File: src/rtl/ysyx_23060096_alu_pipe.sv
// ysyx_23060096_alu_pipe
//   Registered execute-stage ALU with valid/ready handshakes on both sides.
//   One operation in flight. Single-cycle ops deliver their result one cycle
//   after accept; the result stays stable while the consumer stalls.
//
//   Optional multiplier: define YSYX_23060096_ALU_MUL_EN to build the radix-2
//   shift-add multiplier (MUL / MULHU, WIDTH busy cycles). Without it ops 12/13
//   complete in one cycle as reserved ops (err=1, result=0).
//
// Ports
//   clk, rst_n           clock, async active-low reset
//   in_valid / in_ready  request handshake (op, a, b sampled on accept)
//   out_valid/out_ready  response handshake
//   result, zero, carry, overflow, err   registered response
//
// Op codes: 0 ADD 1 SUB 2 NOT 3 AND 4 OR 5 XOR 6 SLT 7 EQ 8 SLTU 9 SLL
//           10 SRL 11 SRA 12 MUL 13 MULHU 14-15 reserved
module ysyx_23060096_alu_pipe #(
  parameter int WIDTH = 32
) (
  input  logic             clk,
  input  logic             rst_n,
  input  logic             in_valid,
  output logic             in_ready,
  input  logic [3:0]       op,
  input  logic [WIDTH-1:0] a,
  input  logic [WIDTH-1:0] b,
  output logic             out_valid,
  input  logic             out_ready,
  output logic [WIDTH-1:0] result,
  output logic             zero,
  output logic             carry,
  output logic             overflow,
  output logic             err
);

  localparam int SHW = $clog2(WIDTH);
  localparam int MSB = WIDTH - 1;

  localparam logic [3:0] OP_ADD  = 4'd0;
  localparam logic [3:0] OP_SUB  = 4'd1;
  localparam logic [3:0] OP_NOT  = 4'd2;
  localparam logic [3:0] OP_AND  = 4'd3;
  localparam logic [3:0] OP_OR   = 4'd4;
  localparam logic [3:0] OP_XOR  = 4'd5;
  localparam logic [3:0] OP_SLT  = 4'd6;
  localparam logic [3:0] OP_EQ   = 4'd7;
  localparam logic [3:0] OP_SLTU = 4'd8;
  localparam logic [3:0] OP_SLL  = 4'd9;
  localparam logic [3:0] OP_SRL  = 4'd10;
  localparam logic [3:0] OP_SRA  = 4'd11;

  typedef struct packed {
    logic [WIDTH-1:0] res;
    logic             z;
    logic             c;
    logic             v;
    logic             e;
  } rsp_t;

  typedef enum logic [1:0] {
    S_IDLE,
    S_DONE
`ifdef YSYX_23060096_ALU_MUL_EN
    ,S_BUSY
`endif
  } state_t;

  state_t           state_q, state_d;
  rsp_t             alu_rsp, rsp_q;
  logic             live_q;   // low until the first edge after reset
  logic             accept;
  logic [SHW-1:0]   sh;
  logic [WIDTH:0]   add_s, sub_s;
  logic [WIDTH-1:0] sra_v;

  assign sh     = b[SHW-1:0];
  assign add_s  = {1'b0, a} + {1'b0, b};
  assign sub_s  = {1'b0, a} + {1'b0, ~b} + (WIDTH+1)'(1);
  assign sra_v  = $signed(a) >>> sh;
  assign accept = in_valid && in_ready;

  // ---------------------------------------------------------------- ALU
  always_comb begin
    alu_rsp = '0;
    case (op)
      OP_ADD: begin
        alu_rsp.res = add_s[MSB:0];
        alu_rsp.c   = add_s[WIDTH];
        alu_rsp.v   = (a[MSB] == b[MSB]) && (add_s[MSB] != a[MSB]);
      end
      OP_SUB: begin
        alu_rsp.res = sub_s[MSB:0];
        alu_rsp.c   = sub_s[WIDTH];
        alu_rsp.v   = (a[MSB] != b[MSB]) && (sub_s[MSB] != a[MSB]);
      end
      OP_NOT:  alu_rsp.res = ~a;
      OP_AND:  alu_rsp.res = a & b;
      OP_OR:   alu_rsp.res = a | b;
      OP_XOR:  alu_rsp.res = a ^ b;
      OP_SLT:  alu_rsp.res = {{(WIDTH-1){1'b0}}, $signed(a) < $signed(b)};
      OP_EQ:   alu_rsp.res = {{(WIDTH-1){1'b0}}, a == b};
      OP_SLTU: alu_rsp.res = {{(WIDTH-1){1'b0}}, a < b};
      OP_SLL:  alu_rsp.res = a << sh;
      OP_SRL:  alu_rsp.res = a >> sh;
      OP_SRA:  alu_rsp.res = sra_v;
      // reserved (and 12/13 when the multiplier is not built)
      default: alu_rsp.e = 1'b1;
    endcase
    // zero tracks the result even for reserved ops (result 0 -> zero 1)
    alu_rsp.z = (alu_rsp.res == '0);
  end

`ifdef YSYX_23060096_ALU_MUL_EN
  // --------------------------------------------------------- multiplier
  // Right-shifting product: low half starts as the multiplier, each step
  // conditionally adds the multiplicand into the high half then shifts.
  logic [2*WIDTH-1:0] prod_q, prod_nx;
  logic [WIDTH-1:0]   mcand_q, mul_res;
  logic [WIDTH:0]     psum;
  logic [SHW-1:0]     cnt_q;
  logic               hi_q, is_mul, cnt_last;
  rsp_t               mul_rsp;

  assign is_mul   = (op == 4'd12) || (op == 4'd13);
  assign psum     = {1'b0, prod_q[2*WIDTH-1:WIDTH]} + (prod_q[0] ? {1'b0, mcand_q} : '0);
  assign prod_nx  = {psum, prod_q[WIDTH-1:1]};
  assign cnt_last = (cnt_q == SHW'(WIDTH-1));
  assign mul_res  = hi_q ? prod_nx[2*WIDTH-1:WIDTH] : prod_nx[WIDTH-1:0];

  always_comb begin
    mul_rsp     = '0;
    mul_rsp.res = mul_res;
    mul_rsp.z   = (mul_res == '0);
  end
`endif

  // ---------------------------------------------------------------- FSM
  always_ff @(posedge clk or negedge rst_n) begin
    if (!rst_n) state_q <= S_IDLE;
    else        state_q <= state_d;
  end

  always_comb begin
    state_d  = state_q;
    in_ready = 1'b0;
    case (state_q)
      S_IDLE: in_ready = live_q;
      S_DONE: in_ready = out_ready;
`ifdef YSYX_23060096_ALU_MUL_EN
      S_BUSY: if (cnt_last) state_d = S_DONE;
`endif
      default: state_d = S_IDLE;
    endcase
`ifdef YSYX_23060096_ALU_MUL_EN
    if (accept) state_d = is_mul ? S_BUSY : S_DONE;
`else
    if (accept) state_d = S_DONE;
`endif
    else if (state_q == S_DONE && out_ready) state_d = S_IDLE;
  end

  // ------------------------------------------------------------ datapath
  always_ff @(posedge clk or negedge rst_n) begin
    if (!rst_n) begin
      rsp_q   <= '0;
      live_q  <= 1'b0;
`ifdef YSYX_23060096_ALU_MUL_EN
      prod_q  <= '0;
      mcand_q <= '0;
      cnt_q   <= '0;
      hi_q    <= 1'b0;
`endif
    end else begin
      live_q <= 1'b1;
`ifdef YSYX_23060096_ALU_MUL_EN
      if (accept && is_mul) begin
        mcand_q <= a;
        prod_q  <= {{WIDTH{1'b0}}, b};
        hi_q    <= op[0];
        cnt_q   <= '0;
      end else if (accept) begin
        rsp_q <= alu_rsp;
      end else if (state_q == S_BUSY) begin
        prod_q <= prod_nx;
        cnt_q  <= cnt_q + SHW'(1);
        if (cnt_last) rsp_q <= mul_rsp;
      end
`else
      if (accept) rsp_q <= alu_rsp;
`endif
    end
  end

  assign out_valid = (state_q == S_DONE);
  assign result    = rsp_q.res;
  assign zero      = rsp_q.z;
  assign carry     = rsp_q.c;
  assign overflow  = rsp_q.v;
  assign err       = rsp_q.e;

endmodule

File: config.mk
export PLATFORM = sky130hd
export DESIGN_NAME = ysyx_23060096_alu_pipe
export DESIGN_NICKNAME = d
export VERILOG_FILES = /design/src/rtl/ysyx_23060096_alu_pipe.sv
export SDC_FILE = /design/constraint.sdc
export NUM_CORES = 1
export LEC_CHECK = 0
export CAP_MARGIN = 5
export CORE_MARGIN = 5
export CORE_UTILIZATION = 45
export DETAILED_ROUTE_END_ITERATION = 12
export PLACE_DENSITY = 0.65
export SLEW_MARGIN = 25
export SYNTH_ARGS = -nofsm -noshare
export SYNTH_HDL_FRONTEND = slang
export SYNTH_SLANG_ARGS = --single-unit
File: constraint.sdc
create_clock -name clk -period 7.95 [get_ports clk]
set_input_delay 1.59 -clock clk [delete_from_list [all_inputs] [get_ports clk]]
set_output_delay 1.59 -clock clk [all_outputs]
set_load 0.02 [all_outputs]
==> summary.md <==
| Metric | Value |
|---|---|
| Status | `complete, no violations` |
| Die Width | `approximately 170 µm` |
| Worst skew pair latency | `280 ps` |
| Detailed placer's ending HPWL | `46600 µm` |
| Slew HR | `about a fifth` |
| Library cells used by synthesis | `87` |
| Post-DR wirelength/cell | `30.2 µm` |
| Total global-route track usage | `approximately 38%` |
| Max-Cap Viols | `0` |
| Period minus WS final | `6760 ps` |
| Die Y | `around 170 µm` |
| Synth top area share | `10.9%` |
| Final setup fails | `0` |
| Top cells by area, synth | `mux4_2 (11%), ha_1 (11%), dfrtp_1 (7.9%), nand2_1 (5.8%), a21oi_1 (5.3%)` |
| Crit path max fanout | `17` |
| Final instance area | `13400 µm²` |
| RSZ-0062 raised after global routing | `false` |
| Starting Density | `45.8%` |
| Most frequent cells in the layout | `nand2_1 (184), nor2_1 (130), a21oi_1 (127)` |
| WP data required | `roughly 8000 ps` |
| Layout cells sized above 1 | `10.9%` |
| First-pass GRT wire length | `89000 µm` |
| DP Area | `13200 µm²` |
| Max Clk Rate | `148 MHz` |
| CTS Buf Count | `5` |
| Post-synthesis register bit count | `38` |
| Tcrit/Tclk final | `between 80% and 90%` |
| Seq/Total Area, Yosys | `7.95%` |
| # nets final | `between 1500 and 2000` |
| Worst Skew | `2.94 ps` |
| Syn_nets | `1833` |
| Clock Path Buffers | `2` |
| ANT cells | `0` |
| Post-synth design cell area | `12000 µm²` |
| Worst Max-Slew Pin Slew | `about 1200 ps` |
| Hold Crit Class | `flip-flop to flip-flop` |
| Total I/O pin count | `110` |
| Drt first-iter violations | `2272` |
| Final hold viol count | `0` |
| Pin count of the biggest net entering global routing | `a little under 70` |
| Fillers | `2660` |
| Gp weighted congestion | `1.13` |
| Vias in the first global route | `~14000` |
| EDFF count, synth | `0` |
| DR pass1 iterations | `9` |
| Clock Sinks | `38` |
| Drt drc | `0` |
| Synth area leader | `mux4_2` |
| Via density | `7.34` |
| Cells after Synth | `about 1700` |
| Yosys warning total | `0` |
| Clk pin slew, worst setup/hold paths | `60 ps` |
| Cts repair resizes | `0` |
| I/O Buffers | `109` |
| Initial antenna violation count | `4` |
| Core area | `about 26000 µm²` |
| Primary FF master, synth | `dfrtp_1` |
| Row cnt | `59` |
| Post-DRT Antenna Nets | `0` |
| Total die area | `29900 µm²` |
| Vias | `14770` |
| CTS root buf | `clkbuf_16` |
| Power Density | `approximately 110 nW/µm²` |
| Crit. End Element | `flip-flop` |
| Setup bufs post-CTS | `0` |
| Pleak | `approximately 5.4 nW` |
| Commonest non-fill, non-tap cell in the layout | `nand2_1` |
| Peak supply drop | `approximately 72 µV` |
| TNS Setup | `0 ps` |
| DRT Wirelength | `slightly above 60000 µm` |
| Layout area overhead | `12.1%` |
| CTS tree | `done` |
| Cts-stage hold buffer count | `0` |
| CTS H-tree lvls | `2` |
| Pins Over Slew Limit | `0` |
| Crit path kind | `primary input to flip-flop` |
| Worst setup SP type | `primary input` |
| CP arrival | `6940 ps` |
| Total grt overflow | `0` |
| Asr flop ratio synth | `100%` |
| Syn_area_per_cell | `7.22 µm²` |
cell usage after synthesis, types with 31 or more instances:
master    instances
dfrtp_1          38
ha_1            101
nand3_1          33
mux4_2           58
a21oi_1         127
nor2_1          130
nand2_1         184
a211oi_1         31
inv_1           104
mux2i_1          45
o22ai_1          34
o21ai_0         119
clkbuf_1        107
nor3_1           45
worst max-delay path, cell delays in order:
cell and delay (ps):
clkdlybuf4s50_1 1080, buf_4 300, and3b_1 380, nand2_1 480
nor3_1 90, o21ai_0 210, o2111ai_1 180, nor4_1 720
nor4bb_1 340, or4b_1 470, nor4_1 610, nand4_1 180
o41ai_2 300
per-layer routing:
| layer | GRT usage (%) | part of all wire, % |
|---|---|---|
| met1 | 50.3 | 38 |
| met2 | 58.4 | 43 |
| met3 | 7.31 | 12 |
| met4 | 20.0 | 6.9 |
| met5 | 0 | 0.19 |
logic make-up after synthesis:
family	share of synthesized area, %
flip-flops	7.95
XOR/XNOR	0.366
multiplexers	17.4
AND/OR/NAND/NOR	21.1
adder cells (fa/ha/maj)	10.9
other	0.0313
buffers and inverters	8.90
AO/OA/AOI/OAI	33.4
metrics by stage:
stage          total power, mW  util (%)  hold WS (ps)  setup WS [ps]  std cells
3_5_place_dp              1.25      50.7           470           1160       2004
4_1_cts                   1.47      51.3           482           1440       2012
6_report                  1.50      51.3           472           1190       2012
2_1_floorplan            0.861         -           590           1930       1658
5_1_grt                   1.57      51.3           503           1110       2012
3_3_place_gp              1.24      50.7           462           1120       2004
state kept, by name, summed over array words and instances (netlist names):
| register | count |
|---|---|
| live_q | 1 |
| result | 32 |
| state_q | 1 |
| carry | 1 |
| err | 1 |
| overflow | 1 |
| zero | 1 |
power breakdown:
group / switching, mW / total, mW / internal (mW) / leakage, nW
Combinational: 0.648 / 1.03 / 0.382 / 4.86
Clock: 0.0745 / 0.221 / 0.147 / 0.0836
Sequential: 0.0210 / 0.253 / 0.232 / 0.487
final timing paths:
kind,slack (ps),cells past startpoint,startpoint,end
max in group asynchronous,6050,1,rst_n,result[27]$_DFFE_PN0P_
min in group asynchronous,1390,1,rst_n,result[12]$_DFFE_PN0P_
setup / recovery,1190,13,op[2],zero$_DFFE_PN0P_
setup reg to reg,4490,11,state_q[0]$_DFFE_PN0P_,zero$_DFFE_PN0P_
hold / removal,470,2,result[12]$_DFFE_PN0P_,result[12]$_DFFE_PN0P_
hold reg to reg,470,2,result[12]$_DFFE_PN0P_,result[12]$_DFFE_PN0P_
final cells by class:
type | instances | area [µm²] | share of cell area (%)
repair buffers | 167 | 1500 | 11.2
inverters | 105 | 394 | 2.94
clock inverters | 3 | 40.0 | 0.299
flip-flops and latches | 38 | 951 | 7.09
clock buffers | 5 | 125 | 0.933
well taps | 335 | 419 | 3.12
multi-input cells | 1359 | 9980 | 74.4
Note: power is estimated with default switching activity, not from simulation.
